`config.mk`:
```
export PLATFORM = sky130hd
export DESIGN_NAME = mem_port_arbiter
export DESIGN_NICKNAME = d
export VERILOG_FILES = /design/src/rtl/mem_port_arbiter_pkg.sv /design/src/rtl/mem_port_arbiter_wait_counter.sv /design/src/rtl/mem_port_arbiter.sv
export SDC_FILE = /design/constraint.sdc
export NUM_CORES = 1
export LEC_CHECK = 0
export BUFFER_PORTS_ARGS = -buffer_cell sky130_fd_sc_hd__clkbuf_2
export CORE_MARGIN = 2
export CORE_UTILIZATION = 43
export DETAILED_ROUTE_END_ITERATION = 6
export PLACE_DENSITY = 0.77
export SETUP_SLACK_MARGIN = 0.5
export SYNTH_ARGS = -nofsm -noshare
export SYNTH_HDL_FRONTEND = slang
export SYNTH_SLANG_ARGS = --single-unit
export TNS_END_PERCENT = 1
```
`constraint.sdc`:
```
create_clock -name clk -period 1.7 [get_ports clk]
set_input_delay 0 -clock clk [delete_from_list [all_inputs] [get_ports clk]]
set_output_delay 0 -clock clk [all_outputs]
set_load 0.05 [all_outputs]
```
`src/rtl/mem_port_arbiter_pkg.sv`:
```
// mem_port_arbiter_pkg: shared encodings and the arbitration rule for the memory port arbiter
package mem_port_arbiter_pkg;
   localparam logic ST_IDLE     = 1'b0;
   localparam logic ST_ACCESS   = 1'b1;
   localparam logic G_IF        = 1'b0;
   localparam logic G_DM        = 1'b1;
   localparam int   MEM_LAT_MAX = 15;
   localparam int   CNT_W       = 4;
   function automatic logic pick_winner(input logic if_elig, input logic dm_elig, input logic last_grant);
      return (if_elig && dm_elig) ? ~last_grant : (dm_elig ? G_DM : G_IF);
   endfunction
endpackage

```
`src/rtl/mem_port_arbiter_wait_counter.sv`:
```
// mem_port_arbiter_wait_counter: loadable down counter timing one memory access
module mem_port_arbiter_wait_counter
   import mem_port_arbiter_pkg::*;
#(
   parameter int W = CNT_W
) (
   input  logic         clk,
   input  logic         reset,
   input  logic         load,
   input  logic [W-1:0] load_val,
   input  logic         dec,
   output logic         zero
);
   logic [W-1:0] cnt;
   // load wins over decrement; the count saturates at zero instead of wrapping
   always_ff @(posedge clk or negedge reset)
      if (!reset) cnt <= '0;
      else if (load) cnt <= load_val;
      else if (dec && cnt != '0) cnt <= cnt - 1'b1;
   assign zero = (cnt == '0);
endmodule

```
`src/rtl/mem_port_arbiter.sv`:
```
// mem_port_arbiter: shares one fixed-latency memory between the fetch and data ports
module mem_port_arbiter
   import mem_port_arbiter_pkg::*;
#(
   parameter int ADDR_W  = 32,
   parameter int DATA_W  = 32,
   parameter int MEM_LAT = 2
) (
   input  logic              clk,
   input  logic              reset,
   input  logic              if_req,
   input  logic [ADDR_W-1:0] if_addr,
   output logic [DATA_W-1:0] if_rdata,
   output logic              if_valid,
   output logic              if_stall,
   input  logic              dm_read,
   input  logic              dm_write,
   input  logic [ADDR_W-1:0] dm_addr,
   input  logic [DATA_W-1:0] dm_wdata,
   output logic [DATA_W-1:0] dm_rdata,
   output logic              dm_valid,
   output logic              dm_stall,
   output logic              mem_en,
   output logic              mem_we,
   output logic [ADDR_W-1:0] mem_addr,
   output logic [DATA_W-1:0] mem_wdata,
   input  logic [DATA_W-1:0] mem_rdata
);
   localparam logic [CNT_W-1:0] LOAD_VAL = CNT_W'(MEM_LAT - 1);
   logic state;
   logic last_grant;
   logic we_lat;
   logic if_elig;
   logic dm_elig;
   logic start;
   logic done;
   logic winner;
   logic if_match;
   logic cnt_zero;
   assign if_elig  = if_req & ~if_valid;
   assign dm_elig  = (dm_read | dm_write) & ~dm_valid;
   assign start    = (state == ST_IDLE) & (if_elig | dm_elig);
   assign winner   = pick_winner(if_elig, dm_elig, last_grant);
   assign done     = (state == ST_ACCESS) & cnt_zero;
   assign if_match = if_req & (if_addr == mem_addr);
   assign mem_en   = (state == ST_ACCESS);
   assign mem_we   = mem_en & we_lat;
   assign if_stall = if_req & ~if_valid;
   assign dm_stall = (dm_read | dm_write) & ~dm_valid;
   mem_port_arbiter_wait_counter #(.W(CNT_W)) u_wait (
      .clk      (clk),
      .reset    (reset),
      .load     (start),
      .load_val (LOAD_VAL),
      .dec      (mem_en),
      .zero     (cnt_zero)
   );
   // IDLE latches the winning request and opens an access; ACCESS ends when the counter expires
   always_ff @(posedge clk or negedge reset)
      if (!reset) begin
         state      <= ST_IDLE;
         last_grant <= G_IF;
         we_lat     <= 1'b0;
         mem_addr   <= '0;
         mem_wdata  <= '0;
      end else if (start) begin
         state      <= ST_ACCESS;
         last_grant <= winner;
         we_lat     <= (winner == G_DM) & dm_write;
         mem_addr   <= (winner == G_DM) ? dm_addr : if_addr;
         if (winner == G_DM) mem_wdata <= dm_wdata;
      end else if (done) begin
         state <= ST_IDLE;
      end
   // completion hands read data to its port; a fetch whose PC moved away is silently dropped
   always_ff @(posedge clk or negedge reset)
      if (!reset) begin
         if_rdata <= '0;
         dm_rdata <= '0;
         if_valid <= 1'b0;
         dm_valid <= 1'b0;
      end else begin
         if_valid <= done & (last_grant == G_IF) & if_match;
         dm_valid <= done & (last_grant == G_DM);
         if (done && last_grant == G_IF && if_match) if_rdata <= mem_rdata;
         if (done && last_grant == G_DM && !we_lat) dm_rdata <= mem_rdata;
      end
endmodule

```
==> impl_table.tex <==
\begin{tabular}{lr}
\hline
Metric & Value \\
\hline
\multicolumn{2}{l}{\textbf{Timing}} \\
Post-route fraction of the period consumed by the critical path & 1.126 \\
Slew Limit Headroom & 0.7405 \\
Transition at the pin with the smallest max-transition slack & approximately 0.39 ns \\
Post-route setup slack & -0.2146 ns \\
Max Freq & approximately 520 MHz \\
Count of final max-slew check failures & 0 \\
Final count of hold timing violations & 0 \\
Unrepaired setup endpoints after global routing & yes \\
Count of endpoints failing setup in the final report & 67 \\
Sum of negative setup slack & -9.777 ns \\
Post-route clock skew & 0.01044 ns \\
Final critical path time including I/O delays and setup & about 1.9 ns \\
\multicolumn{2}{l}{\textbf{Placement}} \\
Number of instances in the placed design & 900 \\
Weighted congestion reported at the end of routability-driven placement & 0.8289 \\
Instance area at placement & 7786 µm² \\
Pre-CTS setup slack & -0.2580 ns \\
Port-buffer cells & about 270 \\
Detailed Place HPWL & 11,310 µm \\
\multicolumn{2}{l}{\textbf{Pwr}} \\
Combinational power share & 0.535 \\
Clock power share & 0.197 \\
P\_sw & 9.131 mW \\
Power share of the sequential group & 0.268 \\
Leakage & 5.123 nW \\
Areal power density over the cells & 1970 nW/µm² \\
Maximum ir drop on the vdd rail & 1423 µV \\
Sw Share & 0.4582 \\
Total Power Consumption & 19.93 mW \\
Int Pwr & 10.80 mW \\
\multicolumn{2}{l}{\textbf{Logic synthesis}} \\
Syn\_nets & 567 \\
Share of the yosys chip area belonging to registers & 0.5792 \\
Yosys reg bits & 137 \\
Synthesized area & between 5000 and 6000 µm² \\
Ys async rst share & 1.000 \\
Gate Count Post-Synth & 433 \\
Synthesized area per cell & 13.67 µm² \\
Count of distinct cell types in the synthesized netlist & 29 \\
Number of warnings reported in the yosys synthesis log & 0 \\
Number of enable flip-flop cells after synthesis & 0 \\
Most used flip-flop cell after synthesis & sky130\_fd\_sc\_hd\_\_dfrtp\_1 \\
\multicolumn{2}{l}{\textbf{Layout}} \\
Fraction of final layout cells sized beyond drive strength 1 & 0.5293 \\
Non-filler cells, final & roughly 1,100 \\
Final std cell area, no fill & 10,120 µm² \\
Layout fillers & 800 \\
Net total in the final layout & approximately 1,000 \\
Most common library cell in the layout ignoring fill and taps & sky130\_fd\_sc\_hd\_\_clkbuf\_2 \\
Commonest non-fill, non-tap cells in the layout & sky130\_fd\_sc\_hd\_\_clkbuf\_2 (234), sky130\_fd\_sc\_hd\_\_dfrtp\_1 (132), sky130\_fd\_sc\_hd\_\_dlygate4sd3\_1 (130), sky130\_fd\_sc\_hd\_\_mux2\_4 (65), sky130\_fd\_sc\_hd\_\_buf\_4 (40) \\
Post-synthesis to final-layout area growth & 70.92\% \\
\multicolumn{2}{l}{\textbf{Worst setup path}} \\
CP bufs+invs & 2 \\
Data arrival time of the critical path & 2.21 ns \\
Required arrival time at the worst endpoint & $\sim$2 ns \\
Origin of the worst setup path & u\_wait.cnt[0] \\
Startpoint of the lowest-slack register-to-register path & u\_wait.cnt[0] \\
Slowest Stage Delay on Critical Path & 0.39 ns \\
Critical Path, Cell by Cell & inv\_2, ha\_1, and4bb\_1, nand4b\_1, nor2\_2, nand4\_2, buf\_12, mux2\_4 \\
Standard cell with the maximum stage delay on the critical path & sky130\_fd\_sc\_hd\_\_dfrtp\_1 \\
Critical-path maximum fanout & 32 \\
Startpoint class of the critical path & register \\
CP Class & reg -> reg \\
Crit. End Element & register \\
Family with the most delay on the worst path & simple AND/OR/NAND/NOR gates \\
\multicolumn{2}{l}{\textbf{Clock network}} \\
Setup Buffers After CTS & 0 \\
Root buf cell & sky130\_fd\_sc\_hd\_\_clkbuf\_16 \\
Number of clock sinks & approximately 140 \\
Number of H-tree levels & 4 \\
CTS clock-pin slew for the worst setup and hold paths & 0.06 ns \\
Latest clock arrival within the worst-skew pair & 0.41 ns \\
Maximum buffer depth of the clock tree & 2 \\
TritonCTS clock tree & yes \\
TritonCTS Buffers & 17 \\
\multicolumn{2}{l}{\textbf{Die}} \\
Boundary Pins & between 200 and 300 \\
Number of rows created at floorplan & 42 \\
Floorplan core area & 13,350 µm² \\
Initial core utilization & 0.4435 \\
Die extent in x & 121.3 µm \\
Die area & roughly 15,000 µm² \\
Die H & 121.3 µm \\
\multicolumn{2}{l}{\textbf{Global routing}} \\
GR Overflow Total & 0 \\
Met3 Use GR & 0.05780 \\
Met1 layer usage reported by global route & 0.2745 \\
Via count of the first global-routing pass & 5,813 \\
Aggregate global-route resource usage & 0.2538 \\
Maximum number of pins on one net before global-route repair & 75 \\
Routing usage on met2 & 0.4575 \\
Most congested layer reported by global routing & met2 \\
Global-route wire length before repair & 28,780 µm \\
Initial antenna violation count & 1 \\
\multicolumn{2}{l}{\textbf{Status}} \\
Failing checks & setup timing \\
Outcome & finished, violations left \\
\multicolumn{2}{l}{\textbf{Routing}} \\
Total wire length & 18,630 µm \\
Post-route ant nets & 0 \\
Drt initial violations & 204 \\
Total via count after detailed routing & 5,222 \\
Average detailed-routed wire length per instance & about 18 µm \\
Number of search-and-repair iterations in the first detailed-routing pass & 4 \\
Post-route DRC violation count & 0 \\
Via-per-instance ratio & approximately 4.9 \\
\multicolumn{2}{l}{\textbf{Worst hold path}} \\
Hold Crit Class & in -> async \\
\multicolumn{2}{l}{\textbf{Run}} \\
Maximum Capacitance Violations & 0 \\
\hline
\end{tabular}
power groups by stage:
| stage | combinational (mW) | sequential [mW] | clock [mW] |
|---|---|---|---|
| after floorplan | 2.48 | 9.42 | 0 |
| after global placement | 9.23 | 5.25 | 0 |
| after detailed placement | 9.40 | 5.32 | 0 |
| after CTS | 10.3 | 5.31 | 3.96 |
| after global routing | 11.1 | 5.48 | 4.15 |
| final | 10.7 | 5.35 | 3.92 |
logic make-up after synthesis:
family	synth area share
AO/OA/AOI/OAI	0.03509
XOR/XNOR	0.05179
adder cells (fa/ha/maj)	0.002113
buffers and inverters	0.02283
flip-flops	0.5792
multiplexers	0.2558
AND/OR/NAND/NOR	0.05327
what timing repair did:
action	in CTS	in global routing
hold buffers	130	0
pin swaps	17	37
endpoints found under the setup margin	146	167
resized for setup	94	68
hold endpoints to repair	266	0
metrics by stage:
step	util	hold slack (ns)
floorplan	-	-0.2956
global placement	0.5833	-0.1128
detailed placement	0.5833	-0.1086
CTS	0.7475	0.01637
global route	0.7578	0.04881
finish	0.7580	0.03122
metal layers:
layer  share of wire  vias up  wire length [µm]
li1                -     2401                 -
met1            0.37     2535              6949
met2            0.52      221              9758
met3           0.057       65              1061
met4           0.046        0               861
met5               0        -                 0
registers in the layout, indices dropped and copies added (netlist names):
name and cells:
dm_rdata 32, if_rdata 32, mem_addr 32, mem_wdata 32, u_wait.cnt 4, dm_valid 1
if_valid 1, last_grant 1, mem_en 1, we_lat 1
Yosys cell counts (all sizes together), types with 2 or more instances:
library cell	number	area [µm²]
xnor2	35	306.5
clkbuf	9	33.78
inv	6	22.52
dfrtp	137	3428
nand2b	2	12.51
mux2	96	1194
nor4	2	18.77
nor2	8	32.54
and2	2	12.51
a21o	2	15.01
nand2	39	146.4
o21ai	33	165.2
nand4	8	56.30
mux2i	32	320.3
buf	12	78.82
o31ai	2	15.01
nand3	2	10.01
path summary, 6_finish.rpt:
check,to,slack (ns),cells past startpoint
worst max-delay path,if_rdata[10],-0.21,8
min in group clk,u_wait.cnt[2],0.03,4
worst min-delay path,mem_addr[29],0.03,2
worst min register to register,dm_rdata[2],0.49,1
worst max register to register,if_rdata[10],-0.21,8
max in group asynchronous,dm_rdata[31],0.99,3
area by class of cell:
type	count	area [µm²]	share of cell area
clock buffers	19	432.9	0.04279
multi-input cells	269	2634	0.2603
diodes	2	5.005	0.0004947
well taps	176	220.2	0.02177
repair buffers	442	3169	0.3133
flip-flops and latches	137	3435	0.3395
inverters	6	26.28	0.002597
clock inverters	13	195.2	0.01929
No activity file was read; power rests on OpenSTA's default activity.
